--- src/rtl/tpu_pkg.sv ---
// Shared types and constants for the TPU output path: FSM states, default widths
// and the int8 saturation bounds used by the requantizer.
package tpu_pkg;

    localparam int ACC_WIDTH = 24;
    localparam int DATA_SIZE = 8;

    localparam int SAT_MAX = 127;
    localparam int SAT_MIN = -128;

    typedef enum logic [1:0] {
        ST_IDLE = 2'd0,
        ST_RUN  = 2'd1,
        ST_DONE = 2'd2
    } state_t;

endpackage

--- src/rtl/requant_lane.sv ---
// One output channel of the requantizer: S1 registers acc*scale, S2 registers the
// rounded, shifted, zero-point-offset value saturated to int8.
module requant_lane
    import tpu_pkg::*;
#(
    parameter int accWidth   = ACC_WIDTH,
    parameter int dataSize   = DATA_SIZE,
    parameter int scaleWidth = 16
) (
    input  logic                       clk,
    input  logic                       nrst,
    input  logic signed [accWidth-1:0] acc,
    input  logic [scaleWidth-1:0]      scale,
    input  logic [4:0]                 shift,
    input  logic signed [dataSize-1:0] zp,
    output logic [dataSize-1:0]        q
);

    localparam int PW = accWidth + scaleWidth + 1;
    localparam int SW = PW + 1;
    localparam int QW = SW + 1;
    localparam logic signed [QW-1:0] Q_MAX = QW'(SAT_MAX);
    localparam logic signed [QW-1:0] Q_MIN = QW'(SAT_MIN);

    logic signed [PW-1:0]   p_next;
    logic signed [PW-1:0]   p_q;
    logic [SW-1:0]          rnd;
    logic signed [SW-1:0]   sum;
    logic signed [SW-1:0]   r;
    logic signed [QW-1:0]   q_wide;
    logic [dataSize-1:0]    q_next;

    // One guard bit for the rounding add, one more for the zero-point add.
    always_comb begin
        p_next = PW'(acc) * $signed(PW'(scale));
        rnd    = (shift == 5'd0) ? '0 : (SW'(1) << (shift - 5'd1));
        sum    = SW'(p_q) + $signed(rnd);
        r      = sum >>> shift;
        q_wide = QW'(r) + QW'(zp);
        // NOTE: every path below assigns q_next, so no latch is inferred.
        if (q_wide > Q_MAX) begin
            q_next = dataSize'(SAT_MAX);
        end else if (q_wide < Q_MIN) begin
            q_next = dataSize'(SAT_MIN);
        end else begin
            q_next = q_wide[dataSize-1:0];
        end
    end

    // NOTE: non-blocking assignments so both stages update from pre-edge values.
    always_ff @(posedge clk or negedge nrst) begin
        if (!nrst) begin
            p_q <= '0;
            q   <= '0;
        end else begin
            p_q <= p_next;
            q   <= q_next;
        end
    end

endmodule

--- src/rtl/ofmap_writeback.sv ---
// Output writeback: requantizes accumulator vectors to int8, buffers them in a small
// FIFO and serializes lanes into consecutive unified-buffer writes.
module ofmap_writeback
    import tpu_pkg::*;
#(
    parameter int numOutChannel = 3,
    parameter int accWidth      = ACC_WIDTH,
    parameter int dataSize      = DATA_SIZE,
    parameter int numAddrBuffer = 8,
    parameter int scaleWidth    = 16,
    parameter int fifoDepth     = 4
) (
    input  logic                                          clk,
    input  logic                                          nrst,
    input  logic                                          ctrl_start,
    input  logic [numAddrBuffer-1:0]                      cfg_base_addr,
    input  logic [15:0]                                   cfg_num_pixels,
    input  logic [scaleWidth-1:0]                         cfg_scale,
    input  logic [4:0]                                    cfg_shift,
    input  logic signed [dataSize-1:0]                    cfg_zero_point,
    input  logic                                          in_valid,
    output logic                                          in_ready,
    input  logic signed [numOutChannel-1:0][accWidth-1:0] in_data,
    input  logic                                          wr_ready,
    output logic                                          wr_en,
    output logic [numAddrBuffer-1:0]                      wr_addr,
    output logic [dataSize-1:0]                           wr_data,
    output logic                                          flag_busy,
    output logic                                          flag_done
);

    localparam int PTR_W  = $clog2(fifoDepth);
    localparam int CNT_W  = PTR_W + 1;
    localparam int OCC_W  = CNT_W + 1;
    localparam int LANE_W = (numOutChannel > 1) ? $clog2(numOutChannel) : 1;
    localparam logic [LANE_W-1:0] LAST_LANE = LANE_W'(numOutChannel - 1);

    typedef logic [numOutChannel-1:0][dataSize-1:0] vec_t;

    state_t                     state;
    state_t                     state_next;
    logic [15:0]                num_pix_q;
    logic [15:0]                acc_cnt;
    logic [15:0]                pix_done_cnt;
    logic [scaleWidth-1:0]      scale_q;
    logic [4:0]                 shift_q;
    logic signed [dataSize-1:0] zp_q;
    logic                       s1_valid;
    logic                       s2_valid;
    vec_t                       s2_data;
    vec_t                       fifo_mem [fifoDepth];
    logic [PTR_W-1:0]           wr_ptr;
    logic [PTR_W-1:0]           rd_ptr;
    logic [CNT_W-1:0]           fifo_count;
    logic [OCC_W-1:0]           occupancy;
    logic [LANE_W-1:0]          lane_idx;
    logic [numAddrBuffer-1:0]   next_addr;
    logic                       wr_last;
    logic                       start;
    logic                       accept;
    logic                       push;
    logic                       pop;
    logic                       load;
    logic                       wr_fire;
    logic                       run_last;

    // Slots already promised to S1/S2 count against FIFO space, so S2 can always push.
    assign start     = (state == ST_IDLE) && ctrl_start;
    assign occupancy = OCC_W'(fifo_count) + OCC_W'(s1_valid) + OCC_W'(s2_valid);
    assign in_ready  = (state == ST_RUN) && (occupancy < OCC_W'(fifoDepth))
                       && (acc_cnt != num_pix_q);
    assign accept    = in_valid && in_ready;
    assign push      = s2_valid;
    assign wr_fire   = wr_en && wr_ready;
    assign load      = (state == ST_RUN) && (fifo_count != '0) && (!wr_en || wr_ready);
    assign pop       = load && (lane_idx == LAST_LANE);
    assign run_last  = wr_fire && wr_last && (pix_done_cnt == num_pix_q - 16'd1);

    for (genvar i = 0; i < numOutChannel; i++) begin : g_lane
        requant_lane #(
            .accWidth   (accWidth),
            .dataSize   (dataSize),
            .scaleWidth (scaleWidth)
        ) u_lane (
            .clk   (clk),
            .nrst  (nrst),
            .acc   (in_data[i]),
            .scale (scale_q),
            .shift (shift_q),
            .zp    (zp_q),
            .q     (s2_data[i])
        );
    end

    always_ff @(posedge clk or negedge nrst) begin
        if (!nrst) state <= ST_IDLE;
        else       state <= state_next;
    end

    always_comb begin
        state_next = state;
        case (state)
            ST_IDLE: if (ctrl_start) state_next = ST_RUN;
            ST_RUN:  if ((num_pix_q == 16'd0) || run_last) state_next = ST_DONE;
            ST_DONE: state_next = ST_IDLE;
            default: state_next = ST_IDLE;
        endcase
    end

    always_comb begin
        flag_busy = (state == ST_RUN);
        flag_done = (state == ST_DONE);
    end

    // NOTE: FIFO storage has no reset; pointers and count define its contents.
    always_ff @(posedge clk) begin
        if (push) fifo_mem[wr_ptr] <= s2_data;
    end

    always_ff @(posedge clk or negedge nrst) begin
        if (!nrst) begin
            num_pix_q    <= '0;
            scale_q      <= '0;
            shift_q      <= '0;
            zp_q         <= '0;
            acc_cnt      <= '0;
            pix_done_cnt <= '0;
            s1_valid     <= 1'b0;
            s2_valid     <= 1'b0;
            wr_ptr       <= '0;
            rd_ptr       <= '0;
            fifo_count   <= '0;
            lane_idx     <= '0;
            next_addr    <= '0;
            wr_last      <= 1'b0;
            wr_en        <= 1'b0;
            wr_addr      <= '0;
            wr_data      <= '0;
        end else if (start) begin
            num_pix_q    <= cfg_num_pixels;
            scale_q      <= cfg_scale;
            shift_q      <= cfg_shift;
            zp_q         <= cfg_zero_point;
            acc_cnt      <= '0;
            pix_done_cnt <= '0;
            s1_valid     <= 1'b0;
            s2_valid     <= 1'b0;
            wr_ptr       <= '0;
            rd_ptr       <= '0;
            fifo_count   <= '0;
            lane_idx     <= '0;
            next_addr    <= cfg_base_addr;
            wr_last      <= 1'b0;
            wr_en        <= 1'b0;
        end else begin
            s1_valid <= accept;
            s2_valid <= s1_valid;
            if (accept) acc_cnt <= acc_cnt + 16'd1;
            if (push)   wr_ptr  <= wr_ptr + PTR_W'(1);
            if (pop)    rd_ptr  <= rd_ptr + PTR_W'(1);
            case ({push, pop})
                2'b10:   fifo_count <= fifo_count + CNT_W'(1);
                2'b01:   fifo_count <= fifo_count - CNT_W'(1);
                default: fifo_count <= fifo_count;
            endcase
            // The head vector is popped as its last lane moves into the output register.
            if (load) begin
                wr_en     <= 1'b1;
                wr_addr   <= next_addr;
                wr_data   <= fifo_mem[rd_ptr][lane_idx];
                wr_last   <= (lane_idx == LAST_LANE);
                next_addr <= next_addr + numAddrBuffer'(1);
                lane_idx  <= pop ? '0 : lane_idx + LANE_W'(1);
            end else if (wr_ready) begin
                wr_en <= 1'b0;
            end
            if (wr_fire && wr_last) pix_done_cnt <= pix_done_cnt + 16'd1;
        end
    end

endmodule

--- config.mk ---
export PLATFORM = sky130hd
export DESIGN_NAME = ofmap_writeback
export DESIGN_NICKNAME = d
export VERILOG_FILES = /design/src/rtl/tpu_pkg.sv /design/src/rtl/requant_lane.sv /design/src/rtl/ofmap_writeback.sv
export SDC_FILE = /design/constraint.sdc
export NUM_CORES = 2
export LEC_CHECK = 0
export ABC_AREA = 1
export ABC_CLOCK_PERIOD_IN_PS = 8750
export BUFFER_PORTS_ARGS = -buffer_cell sky130_fd_sc_hd__buf_4
export CAP_MARGIN = 20
export CORE_MARGIN = 5
export CORE_UTILIZATION = 55
export CTS_CLUSTER_DIAMETER = 60
export DETAILED_ROUTE_END_ITERATION = 7
export PLACE_DENSITY = 0.71
export SYNTH_ARGS = -nofsm -noshare
export SYNTH_HDL_FRONTEND = slang
export SYNTH_SLANG_ARGS = --single-unit
--- constraint.sdc ---
create_clock -name clk -period 8.75 [get_ports clk]
set_input_delay 0.4375 -clock clk [delete_from_list [all_inputs] [get_ports clk]]
set_output_delay 0.4375 -clock clk [all_outputs]
set_load 0.01 [all_outputs]
==> metrics <==
run status=complete, no violations; CTS buffer count=48; Reg area=9510 um2; Die ar.=154000 um2; Max transition margin=24.8%; Worst-Margin Slew=1.13 ns; largest net degree at the start of global routing=135; Via density=5.56; CTS resizes=0; Clock Tree Buf Depth=3; Cells after Synth=11600; Max-Cap Viols=0; vias in the first global route=75100; Yosys top cell area share=28.2%; worst setup path category=flip-flop to flip-flop; setup_tns=0 ns; number of library cell types mapped by synthesis=67; crit share post-route=88.6%; Synth Flop Type=dfrtp_1; Nets=13300; Detail Placement HPWL=210 mm; Tot GR Track Use=33.8%; Setup violations, final=0; wire length per cell=19.2 um; synth warn=0; I/O pins=150; CTS tree=done; area of the multi-input gates=60100 um2; Crit path top cell by count=nand2_1; layout cells sized above 1=3.96%; FF+latch count, synth=359; Pre-antenna DRT Iters=6; cell area after synthesis=80700 um2; GRT overflow=0; worst skew pair latency=0.68 ns; register area share after synthesis=11.7%; routability cong.=0.999; worst clock skew=0.0687 ns; syn_area_per_cell=6.95 um2; Synth async-reset ratio=73.3%; CP required=9.30 ns; total routed wirelength=258 mm; RSZ-0062 raised after global routing=false; area leader, netlist=fa_1; crit end category=flip-flop; Setup Fix Bufs, Post-CTS=0; Root Buffer=clkbuf_16; largest cells by area after synthesis=fa_1, nand2_1, inv_1; Die X=393 um; Critical Path Max Stage Delay=0.69 ns; Die Y=393 um; clock transition at the registers of the reported paths=0.06 ns; initial antenna violation count=8; final number of hold-violating endpoints=0; Tmin final=7.75 ns; H-tree levels=2; Max Slew Vio Count=0; most frequent cells after synthesis=nand2_1, inv_1, fa_1, nand3_1, nor2_1; Initial DRC Count=6382; TritonCTS Sinks=359; hold crit path type=input pin to flip-flop; vias=74800; Port Buf Inserts=149; Area Overhead vs Synth=5.86%; row count=140; CP Launch Type=flip-flop; count leader, synth=nand2_1; WP data arrival=8.30 ns; antenna-violating nets left=0; Crit Path Max Fanout=39; Core Box Area=146000 um2; fillers=13900; Residual DRC=0; global-route wire length before repair=413 mm; number of synthesized flops with an enable pin=96; Initial Utilization=55.4%; Achievable Freq=0.129 GHz; Slowest cell on crit path=dfrtp_4
[worst max-delay path: cells and delay by family, from the launching register on]
kind                     cells  cell delay, ns
AND/OR/NAND/NOR             35            4.16
AO/OA/AOI/OAI                5            1.37
adder cells (fa/ha/maj)      3            0.98
flip-flops                   1            0.69
XOR/XNOR                     1            0.24
buffers and inverters        2            0.18
[kinds of logic (layout without fill, tap and decap cells)]
logic type | count (synthesis) | count (layout) | synth area share [%]
xor+xnor | 345 | 345 | 3.75
fa+ha+maj | 1633 | 1633 | 35.9
flops | 359 | 359 | 11.7
other cells | 1 | 11 | 0.00465
mux | 5 | 5 | 0.0620
buf+inv | 2935 | 2852 | 13.7
compound gates | 1068 | 1068 | 7.50
simple gates | 5264 | 5264 | 27.3
[registers in the layout, summed over array words and instances (netlist names), 3 cells and up]
register and flops:
acc_cnt 16, fifo_count 3, fifo_mem 96, g_lane.u_lane.p_q 123, g_lane.u_lane.q 24, next_addr 8
num_pix_q 16, pix_done_cnt 16, scale_q 16, shift_q 5, wr_addr 8, wr_data 8
zp_q 8
[cells in the final DEF, fill, tap and decap left out, types with 25 or more instances in the layout]
cell,synthesis,layout
o21a_1,32,32
ha_1,495,495
xor2_1,216,216
a21o_1,40,40
nand3_1,999,999
xnor2_1,129,129
a21oi_1,391,391
o21ai_1,58,58
clkbuf_16,0,48
dlygate4sd3_1,0,48
o21ai_0,328,328
buf_4,3,213
o22ai_1,25,25
nor4_1,52,52
a31oi_1,42,42
nand4_1,84,84
edfxtp_1,96,96
nor3_1,94,94
o21bai_1,39,39
dfrtp_1,263,241
fa_1,1138,1138
nand2_1,3201,3200
nand2_2,24,25
o211ai_1,28,28
inv_1,2465,2465
nor2_2,32,32
nor2_1,700,700
[routing by layer]
metal  track usage [%]  vias to the layer above  routed length, um
li1                  -                    35200                  -
met1              48.2                    36100             114000
met2              53.8                     3022             116000
met3              4.45                      482              19300
met4              10.7                        4               9230
met5                 0                        -                 33
[metrics by stage]
stage / std cells / util [%] / setup WS, ns / hold slack (ns) / instance area [um2]
5_1_grt: 13500 / 58.6 / 0.338 / 0.0285 / 85400
3_3_place_gp: 13300 / 57.0 / 1.24 / 0.463 / 83100
6_report: 13500 / 58.6 / 0.996 / 0.0363 / 85400
4_1_cts: 13400 / 58.5 / 1.08 / 0.00660 / 85300
2_1_floorplan: 11600 / - / 2.47 / 0.142 / 80700
3_5_place_dp: 13300 / 57.1 / 1.09 / 0.476 / 83200
[area by class of cell]
| type | count | area share, % |
|---|---|---|
| clock inverters | 32 | 0.470 |
| well taps | 1917 | 2.81 |
| clock buffers | 56 | 1.49 |
| multi-input cells | 8318 | 70.4 |
| diodes | 8 | 0.0234 |
| flip-flops and latches | 359 | 11.1 |
| repair buffers | 271 | 2.68 |
| inverters | 2493 | 11.0 |
[path summary, 6_finish.rpt]
| kind | from | end | slack, ns | depth (start not counted) |
|---|---|---|---|---|
| max | shift_q[2]$_DFFE_PN0P_ | g_lane[0].u_lane.q[0]$_DFF_PN0_ | 1.0 | 46 |
| min | cfg_zero_point[0] | zp_q[0]$_DFFE_PN0P_ | 0.04 | 3 |
| max reg2reg | shift_q[2]$_DFFE_PN0P_ | g_lane[0].u_lane.q[0]$_DFF_PN0_ | 1.0 | 46 |
| min reg2reg | wr_addr[6]$_DFFE_PN0P_ | wr_addr[6]$_DFFE_PN0P_ | 0.49 | 2 |
| max in group asynchronous | nrst | g_lane[1].u_lane.p_q[22]$_DFF_PN0_ | 6.40 | 4 |
| min in group asynchronous | nrst | lane_idx[0]$_DFFE_PN0P_ | 0.36 | 2 |
[what timing repair did]
item | in CTS | in global routing
endpoints found under the setup margin | 0 | 0
hold buffers | 48 | 0
endpoints found under the hold margin | 135 | 0
Power is not shown: default switching activity piles up to over one toggle a cycle in this logic, so the estimate is an artifact.
